===== src/rtl/me_best_sad_serializer.sv =====
// Per-channel minimum-SAD tracker with a serial LSB-first result port.
// Define ME_TIE_HIGH_EN to resolve equal SADs to the highest candidate index.
module me_best_sad_serializer #(
    parameter int unsigned NUM_CH   = 2,
    parameter int unsigned NUM_CAND = 9,
    parameter int unsigned SAD_W    = 24,
    parameter int unsigned PT_W     = 4,
    localparam int unsigned CH_W    = (NUM_CH > 1) ? $clog2(NUM_CH) : 1
) (
    input  logic             clk,
    input  logic             rst_n,
    input  logic             in_start,
    input  logic             cand_valid,
    input  logic [CH_W-1:0]  cand_ch,
    input  logic [SAD_W-1:0] cand_sad,
    output logic             busy,
    output logic             err,
    output logic             out_valid,
    output logic             out_sad
);

    localparam int unsigned ENT_W = SAD_W + PT_W;
    localparam int unsigned TOT_W = NUM_CH * ENT_W;
    localparam int unsigned CNT_W = $clog2(NUM_CAND + 1);
    localparam int unsigned REM_W = $clog2(TOT_W);

    typedef enum logic [1:0] {StIdle, StCollect, StSerial} state_e;

    state_e             state_q;
    logic [CNT_W-1:0]   cnt_q [NUM_CH];
    logic [SAD_W-1:0]   min_q [NUM_CH];
    logic [PT_W-1:0]    pt_q  [NUM_CH];
    logic [CNT_W-1:0]   cnt_d [NUM_CH];
    logic [SAD_W-1:0]   min_d [NUM_CH];
    logic [PT_W-1:0]    pt_d  [NUM_CH];
    logic [TOT_W-1:0]   sh_q;
    logic [TOT_W-1:0]   packed_d;
    logic [REM_W-1:0]   rem_q;
    logic               accept;
    logic               illegal;
    logic               all_full;
    logic               replace;

    // in_start takes priority over a concurrent candidate, which is silently dropped.
    assign accept = cand_valid && !in_start && (state_q == StCollect);

    always_comb begin
        illegal  = 1'b0;
        all_full = 1'b1;
        replace  = 1'b0;
        packed_d = '0;
        for (int c = 0; c < int'(NUM_CH); c++) begin
            cnt_d[c] = cnt_q[c];
            min_d[c] = min_q[c];
            pt_d[c]  = pt_q[c];
        end
        if (accept) begin
            if (32'(cand_ch) >= NUM_CH) begin
                illegal = 1'b1;
            end
            for (int c = 0; c < int'(NUM_CH); c++) begin
                if (cand_ch == CH_W'(c)) begin
                    if (cnt_q[c] == CNT_W'(NUM_CAND)) begin
                        illegal = 1'b1;
                    end else begin
`ifdef ME_TIE_HIGH_EN
                        replace = (cnt_q[c] == '0) || (cand_sad <= min_q[c]);
`else
                        replace = (cnt_q[c] == '0) || (cand_sad < min_q[c]);
`endif
                        if (replace) begin
                            min_d[c] = cand_sad;
                            pt_d[c]  = PT_W'(cnt_q[c]);
                        end
                        cnt_d[c] = cnt_q[c] + CNT_W'(1);
                    end
                end
            end
        end
        for (int c = 0; c < int'(NUM_CH); c++) begin
            all_full = all_full && (cnt_d[c] == CNT_W'(NUM_CAND));
            packed_d[c*ENT_W +: SAD_W]       = min_d[c];
            packed_d[c*ENT_W + SAD_W +: PT_W] = pt_d[c];
        end
    end

    always_ff @(posedge clk or negedge rst_n) begin
        if (!rst_n) begin
            state_q   <= StIdle;
            busy      <= 1'b0;
            err       <= 1'b0;
            out_valid <= 1'b0;
            out_sad   <= 1'b0;
            sh_q      <= '0;
            rem_q     <= '0;
            for (int c = 0; c < int'(NUM_CH); c++) begin
                cnt_q[c] <= '0;
                min_q[c] <= '0;
                pt_q[c]  <= '0;
            end
        end else begin
            unique case (state_q)
                StIdle, StCollect: begin
                    if (in_start) begin
                        state_q <= StCollect;
                        busy    <= 1'b1;
                        err     <= 1'b0;
                        for (int c = 0; c < int'(NUM_CH); c++) begin
                            cnt_q[c] <= '0;
                            min_q[c] <= '0;
                            pt_q[c]  <= '0;
                        end
                    end else if (state_q == StCollect) begin
                        for (int c = 0; c < int'(NUM_CH); c++) begin
                            cnt_q[c] <= cnt_d[c];
                            min_q[c] <= min_d[c];
                            pt_q[c]  <= pt_d[c];
                        end
                        if (illegal) begin
                            err <= 1'b1;
                        end
                        // Load the word including this edge's candidate so bit 0 leaves at once.
                        if (all_full) begin
                            state_q   <= StSerial;
                            out_valid <= 1'b1;
                            out_sad   <= packed_d[0];
                            sh_q      <= packed_d >> 1;
                            rem_q     <= REM_W'(TOT_W - 1);
                        end
                    end
                end
                StSerial: begin
                    if (rem_q == '0) begin
                        state_q   <= StIdle;
                        busy      <= 1'b0;
                        out_valid <= 1'b0;
                        out_sad   <= 1'b0;
                    end else begin
                        out_sad <= sh_q[0];
                        sh_q    <= sh_q >> 1;
                        rem_q   <= rem_q - REM_W'(1);
                    end
                end
                default: state_q <= StIdle;
            endcase
        end
    end

endmodule


===== config.mk =====
export PLATFORM = sky130hd
export DESIGN_NAME = me_best_sad_serializer
export DESIGN_NICKNAME = d
export VERILOG_FILES = /design/src/rtl/me_best_sad_serializer.sv
export SDC_FILE = /design/constraint.sdc
export NUM_CORES = 1
export LEC_CHECK = 0
export CORE_AREA = 2 2 125 127
export CTS_CLUSTER_DIAMETER = 200
export DETAILED_ROUTE_END_ITERATION = 12
export DIE_AREA = 0 0 127 129
export GPL_TIMING_DRIVEN = 0
export PLACE_DENSITY = 0.67
export SYNTH_ARGS = -nofsm -noshare
export SYNTH_HDL_FRONTEND = slang
export SYNTH_SLANG_ARGS = --single-unit

===== constraint.sdc =====
create_clock -name clk -period 3.85 [get_ports clk]
set_input_delay 0.77 -clock clk [delete_from_list [all_inputs] [get_ports clk]]
set_output_delay 0.77 -clock clk [all_outputs]
set_load 0.01 [all_outputs]

==> results.yml, run 1 <==
status:
  status: "finished clean"
drt:
  via_per_inst: 6.12
  route.vias.total: 6476
  drtIter0Drc: 693
  wire_per_inst_um: 18.8
  ant_nets: 0
  drt_wl_total_um: 19900
  drtPass1Iterations: 5
  drcViolationCount: 0
setup_path:
  path_max_fanout: 10
  crit_path_start: "cand_sad[5]"
  r2r_cells: 10
  crit_arrival_ns: 4.07
  critPathKind: "input port to flop"
  ff2ff_setup_slack_ns: 0.43
  timing.rr.start: "cnt_q[1]"
  crit_top_cell: "o21ai_1"
  cp_slowest_stage_delay_ns: 0.61
  critPathRequiredTime_ns: 4.21
  worst_r2r_endpoint: "sh_q[16]"
  slowest_stage: "clkdlybuf4s50_1"
  start_kind: "input port"
  crit_chain: "clkdlybuf4s50_1 > ha_1 > a21o_1 > a221oi_1 > o21ai_1 > a311oi_2 > o21ai_1 > a21oi_2 > buf_4 > clkbuf_1 > a22o_1"
  cp-end-kind: "flop"
sta:
  fin_skew_ns: 0.00859
  final-setup-viol-count: 0
  hold_viol: 0
  relSlewSlack_pct: 42.5
  worst_pin_slew_ns: 0.858
  drv_slew: 0
  period_minus_slack_ns: 3.70
  whs_ns: 0.319
  tns_ns: 0
  max_freq_mhz: 270
  rsz0062_at_grt: "false"
  min_period_over_period_pct: 96.2
  setup_ws_ns: 0.146
cells_and_area:
  design_area_um2: 8690
  nNetsFinal: 940
  final-seq-area_um2: 3280
  fillCellCount: 1269
  area_growth_pct: 17.9
  diodes: 0
  multiInputGateArea_um2: 3660
  drive_gt1_share_pct: 8.97
clocking:
  clkSinkCount: 131
  numCtsBuffers: 17
  root_buffer: "clkbuf_16"
  cts_tree: "built"
  cts.hold.buffers_added: 0
  clk_pin_slew_ns: 0.06
  h-tree-depth: 4
  insertion_delay_ns: 0.43
  cts_max_path_buffers: 2
floorplan:
  die_y_um: 129
  core_um2: 15000
  die_w_um: 127
  ios: 33
  num_rows: 45
  initial_core_util_pct: 49.3
  die_area_um2: 16400
synth:
  netlist_instances: 804
  synth-seq-cells: 131
  ys_warn_count: 0
  ys.flop_type: "dfrtp_1"
  yosysSeqAreaShare_pct: 44.4
  synth_area_um2: 7380
  synth-edff-count: 0
  async_reset_ff_share_pct: 100
  syn_nets: 887
  synth.distinct_cells: 54
  postSynthAreaPerCell_um2: 9.18
pwr:
  peakVddDrop_uv: 346
  powerDensity_nw_per_um2: 449
  p_total_mw: 3.91
  p_leak_nw: 3.61
place:
  preCtsSetupSlack_ns: -1.24
  dp_hpwl_um: 14100
  numPortBuffers: 32
  dpl-instance-area_um2: 7960
  gp_routability_congestion: 0.910
grt:
  grt_max_degree: 69
  grt_use_total_pct: 26.0
  gr-total-overflow: 0
  grt_pass1_wl_um: 33200
  antenna_found_initial: 0
  grt_pass1_vias: 6454
run:
  cap_viol_max_count: 0
worst_hold_path:
  hp-class: "input port to asynchronous set/reset pin"
[power by group]
group	internal, mW	switching (mW)	total, mW	leakage, nW
logic	0.217	0.299	0.515	1.73
clock network	1.18	0.639	1.82	0.312
registers	1.49	0.0740	1.57	1.56
[worst max-delay path, delay by kind of cell]
family                   cells  cell delay [ns]
AO/OA/AOI/OAI                7             1.80
buffers and inverters        3             1.21
adder cells (fa/ha/maj)      1             0.28
[flip-flops by register name, indices dropped and copies added, names as in the netlist]
signal	cells
busy	1
cnt_q	8
err	1
min_q	48
out_sad	1
out_valid	1
pt_q	8
rem_q	6
sh_q	55
state_q	2
[worst max-delay path by stage]
stage / end / cells after the start
floorplan: min_q[0] / 10
global placement: min_q[39] / 1
detailed placement: min_q[10] / 11
CTS: min_q[35] / 13
global route: min_q[18] / 11
finish: min_q[18] / 11
[metrics by stage]
stage / util (%) / std cells
after floorplan: - / 804
after global placement: 53.0 / 1024
final: 58.1 / 1058
after detailed placement: 53.2 / 1025
after global routing: 58.1 / 1058
after CTS: 57.9 / 1059
[cell usage after synthesis, types with 26 or more instances]
| master | n | area (um^2) |
|---|---|---|
| nor3_1 | 27 | 135 |
| dfrtp_1 | 131 | 3280 |
| inv_1 | 57 | 214 |
| a22o_1 | 58 | 508 |
| nor2_1 | 26 | 97.6 |
| o21ai_0 | 29 | 145 |
| a31oi_1 | 28 | 175 |
| ha_1 | 54 | 676 |
| clkbuf_1 | 33 | 124 |
| or3_1 | 52 | 325 |
| a21oi_1 | 70 | 350 |
| nand2_1 | 80 | 300 |
| o21ai_1 | 49 | 245 |
[layer usage]
layer / global-route usage, % / vias up / wire length, um
met5: 0 / - / 0
met4: 9.50 / 0 / 453
met3: 5.28 / 40 / 1110
met2: 41.2 / 223 / 9270
met1: 35.5 / 3195 / 9090
li1: - / 3018 / -
[logic make-up after synthesis]
group	share of synthesized area, %
xor gates and xnor gates	0.475
buffers and inverters	6.38
muxes	0.543
DFF	44.4
AOI/OAI and AO/OA	23.0
and+or+nand+nor	16.0
adders and majority gates	9.16
[area by class of cell]
cell class	count	area share (%)
multi-input combinational	561	42.0
sequential	131	37.7
clock buffer	20	5.25
timing repair buffer	35	4.33
buffer	53	3.11
tap	188	2.71
inverter	58	2.50
clock inverter	12	2.35
[what timing repair did]
item / 4_1_cts / 5_1_grt
cloned: 0 / 0
buffers inserted: 2 / 0
setup endpoints to repair: 96 / 103
pin swaps: 3 / 1
gates resized for setup: 12 / 26
[placed cells by master, fill, tap and decap left out, types with 4 or more instances in the layout]
| cell | count |
|---|---|
| bufinv_16 | 5 |
| nand3_1 | 7 |
| nand2_1 | 80 |
| clkbuf_2 | 16 |
| nand2b_1 | 7 |
| dfrtp_1 | 131 |
| and3_1 | 6 |
| buf_4 | 6 |
| a22o_1 | 58 |
| dlymetal6s2s_1 | 5 |
| clkbuf_16 | 17 |
| buf_6 | 4 |
| o21ai_1 | 50 |
| clkbuf_1 | 20 |
| or3_1 | 52 |
| a211oi_1 | 7 |
| a21oi_1 | 69 |
| nor3_1 | 27 |
| inv_1 | 57 |
| nor2_1 | 26 |
| nand4_1 | 6 |
| o21ai_0 | 27 |
| ha_1 | 54 |
| buf_2 | 11 |
| clkdlybuf4s50_1 | 26 |
| a31oi_1 | 28 |
| nor2b_1 | 4 |
| a21o_1 | 5 |
| mux2i_1 | 4 |
No activity file was read; power rests on OpenSTA's default activity.
==> run 2: changes to the inputs <==
--- a/config.mk
+++ b/config.mk
@@ -5,12 +5,13 @@
 export SDC_FILE = /design/constraint.sdc
 export NUM_CORES = 1
 export LEC_CHECK = 0
+export ABC_CLOCK_PERIOD_IN_PS = 3850
 export CORE_AREA = 2 2 125 127
 export CTS_CLUSTER_DIAMETER = 200
 export DETAILED_ROUTE_END_ITERATION = 12
 export DIE_AREA = 0 0 127 129
+export DONT_BUFFER_PORTS = 1
 export GPL_TIMING_DRIVEN = 0
-export PLACE_DENSITY = 0.67
 export SYNTH_ARGS = -nofsm -noshare
 export SYNTH_HDL_FRONTEND = slang
 export SYNTH_SLANG_ARGS = --single-unit
==> results.yml, run 2 (synthesis results as in run 1) <==
cells_and_area:
  area_growth_pct: 10.9
  largest_reg_flops: 55
  final_cell_count_no_fill: 1024
  largest-register: "sh_q"
  reg_top3: "sh_q: 55 flops, min_q: 48 flops"
  diodes: 0
  layout_common_cells: "dfrtp_1 (131), nand2_1 (80), a21oi_1 (69)"
  drive_gt1_share_pct: 6.82
  mostFrequentLayoutCell: "dfrtp_1"
  nNetsFinal: 907
drt:
  drcViolationCount: 0
  route.vias.total: 6185
  ant_nets: 0
  via_per_inst: 6.04
  drtPass1Iterations: 5
  wire_per_inst_um: 19.5
  drtIter0Drc: 477
  drt_wl_total_um: 20000
pwr:
  p_leak_nw: 3.33
  powerDensity_nw_per_um2: 424
  p_total_mw: 3.47
  peakVddDrop_uv: 331
clocking:
  root_buffer: "clkbuf_16"
  insertion_delay_ns: 0.42
  cts_tree: "built"
  h-tree-depth: 4
  numCtsBuffers: 17
  clk_pin_slew_ns: 0.06
  cts.hold.buffers_added: 0
  clkSinkCount: 131
  cts_max_path_buffers: 2
grt:
  grt_pass1_wl_um: 32800
  grt_pass1_vias: 6173
  grt-busiest-layer: "met2"
  use_met3_pct: 5.03
  use_met1_pct: 36.5
  grt_util_met2_pct: 40.6
  grt_max_degree: 132
  antenna_found_initial: 0
  gr-total-overflow: 0
  grt_use_total_pct: 26.0
sta:
  min_period_over_period_pct: 92.3
  fin_skew_ns: 0.00786
  period_minus_slack_ns: 3.55
  whs_ns: 0.0386
  worst_pin_slew_ns: 0.794
  final-setup-viol-count: 0
  max_freq_mhz: 281
  drv_slew: 0
  relSlewSlack_pct: 46.5
  hold_viol: 0
  rsz0062_at_grt: "false"
setup_path:
  slowest_stage: "o21ai_4"
  cp-end-kind: "flop"
  cp_slowest_stage_delay_ns: 0.39
  critPathBufInv: 4
  ff2ff_setup_slack_ns: 0.30
  crit_chain: "inv_1 > ha_1 > nand4_1 > nor4_2 > nand2_1 > a211o_1 > and3_1 > buf_2 > or2_1 > buf_2 > o21ai_4 > buf_2 > a22o_1"
  cp_top_family: "simple AND/OR/NAND/NOR gates"
  critPathKind: "flop to flop"
  crit_arrival_ns: 3.91
  critPathRequiredTime_ns: 4.21
  worst_r2r_endpoint: "min_q[33]"
  path_max_fanout: 10
  crit_top_cell: "buf_2"
  timing.rr.start: "min_q[47]"
  r2r_cells: 13
  start_kind: "flop"
run:
  cap_viol_max_count: 0
floorplan:
  die_w_um: 127
  ios: 33
  num_rows: 45
  die_y_um: 129
  die_area_um2: 16400
  core_um2: 15000
  initial_core_util_pct: 49.3
place:
  gp_routability_congestion: 0.833
  dp_hpwl_um: 14200
  dp_cells: 992
  numPortBuffers: 0
status:
  status: "finished clean"
worst_hold_path:
  hp-class: "input port to asynchronous set/reset pin"
-- run 2: metal layers --
metal	part of all wire, %	vias up
li1	-	2966
met1	48	3056
met2	46	140
met3	4.2	23
met4	1.9	0
met5	0	-
-- run 2: worst register-to-register path: stages, from the launching register on --
cell,delay (ns)
dfrtp_1,0.34
inv_1,0.06
ha_1,0.29
nand4_1,0.22
nor4_2,0.37
nand2_1,0.17
a211o_1,0.30
and3_1,0.15
buf_2,0.19
or2_1,0.24
buf_2,0.25
o21ai_4,0.39
buf_2,0.34
a22o_1,0.18
-- run 2: where the power goes --
group          total [mW]  internal [mW]  switching (mW)
registers            1.57           1.49          0.0738
clock network        1.48          0.901           0.576
logic               0.421          0.181           0.239
total                3.47           2.58           0.889
-- run 2: layout make-up --
cell class                 instances  area, um^2
clock inverter                     4        22.5
inverter                          58         218
multi-input combinational        561        3660
buffer                            54         253
clock buffer                      27         513
fill                            1403        6790
sequential                       131        3280
timing repair buffer               1        7.51
tap                              188         235
-- run 2: repair_timing --
action	CTS	global route
buffers inserted	0	1
pin swaps	0	1
setup endpoints to repair	23	40
resized for setup	2	3
-- run 2: worst max-delay path by stage --
stage	cells past startpoint	from	slack (ns)	to
after global routing	13	min_q[45]	0.1	min_q[46]
after detailed placement	10	cand_sad[5]	-0.70	pt_q[3]
after CTS	11	min_q[6]	0.02	min_q[10]
after floorplan	10	cand_sad[5]	0.67	min_q[0]
final	13	min_q[47]	0.30	min_q[33]
after global placement	10	cand_sad[5]	-0.60	min_q[11]
-- run 2: per-stage QoR --
step	setup WS (ns)	utilization, %	instance area (um^2)	TNS [ns]
final	0.296	54.6	8180	0
after global routing	0.0972	54.6	8180	0
after CTS	0.0168	54.5	8160	0
after detailed placement	-0.704	50.8	7610	-27.07
after global placement	-0.600	50.8	7610	-22.96
after floorplan	0.669	-	7380	0
==> run 3: changes to the inputs <==
--- a/config.mk
+++ b/config.mk
@@ -6,6 +6,7 @@
 export NUM_CORES = 1
 export LEC_CHECK = 0
 export ABC_CLOCK_PERIOD_IN_PS = 3850
+export CAP_MARGIN = 20
 export CORE_AREA = 2 2 125 127
 export CTS_CLUSTER_DIAMETER = 200
 export DETAILED_ROUTE_END_ITERATION = 12
==> results of run 3 <==
The final DEF is identical to that of run 2; final timing and power are the same.
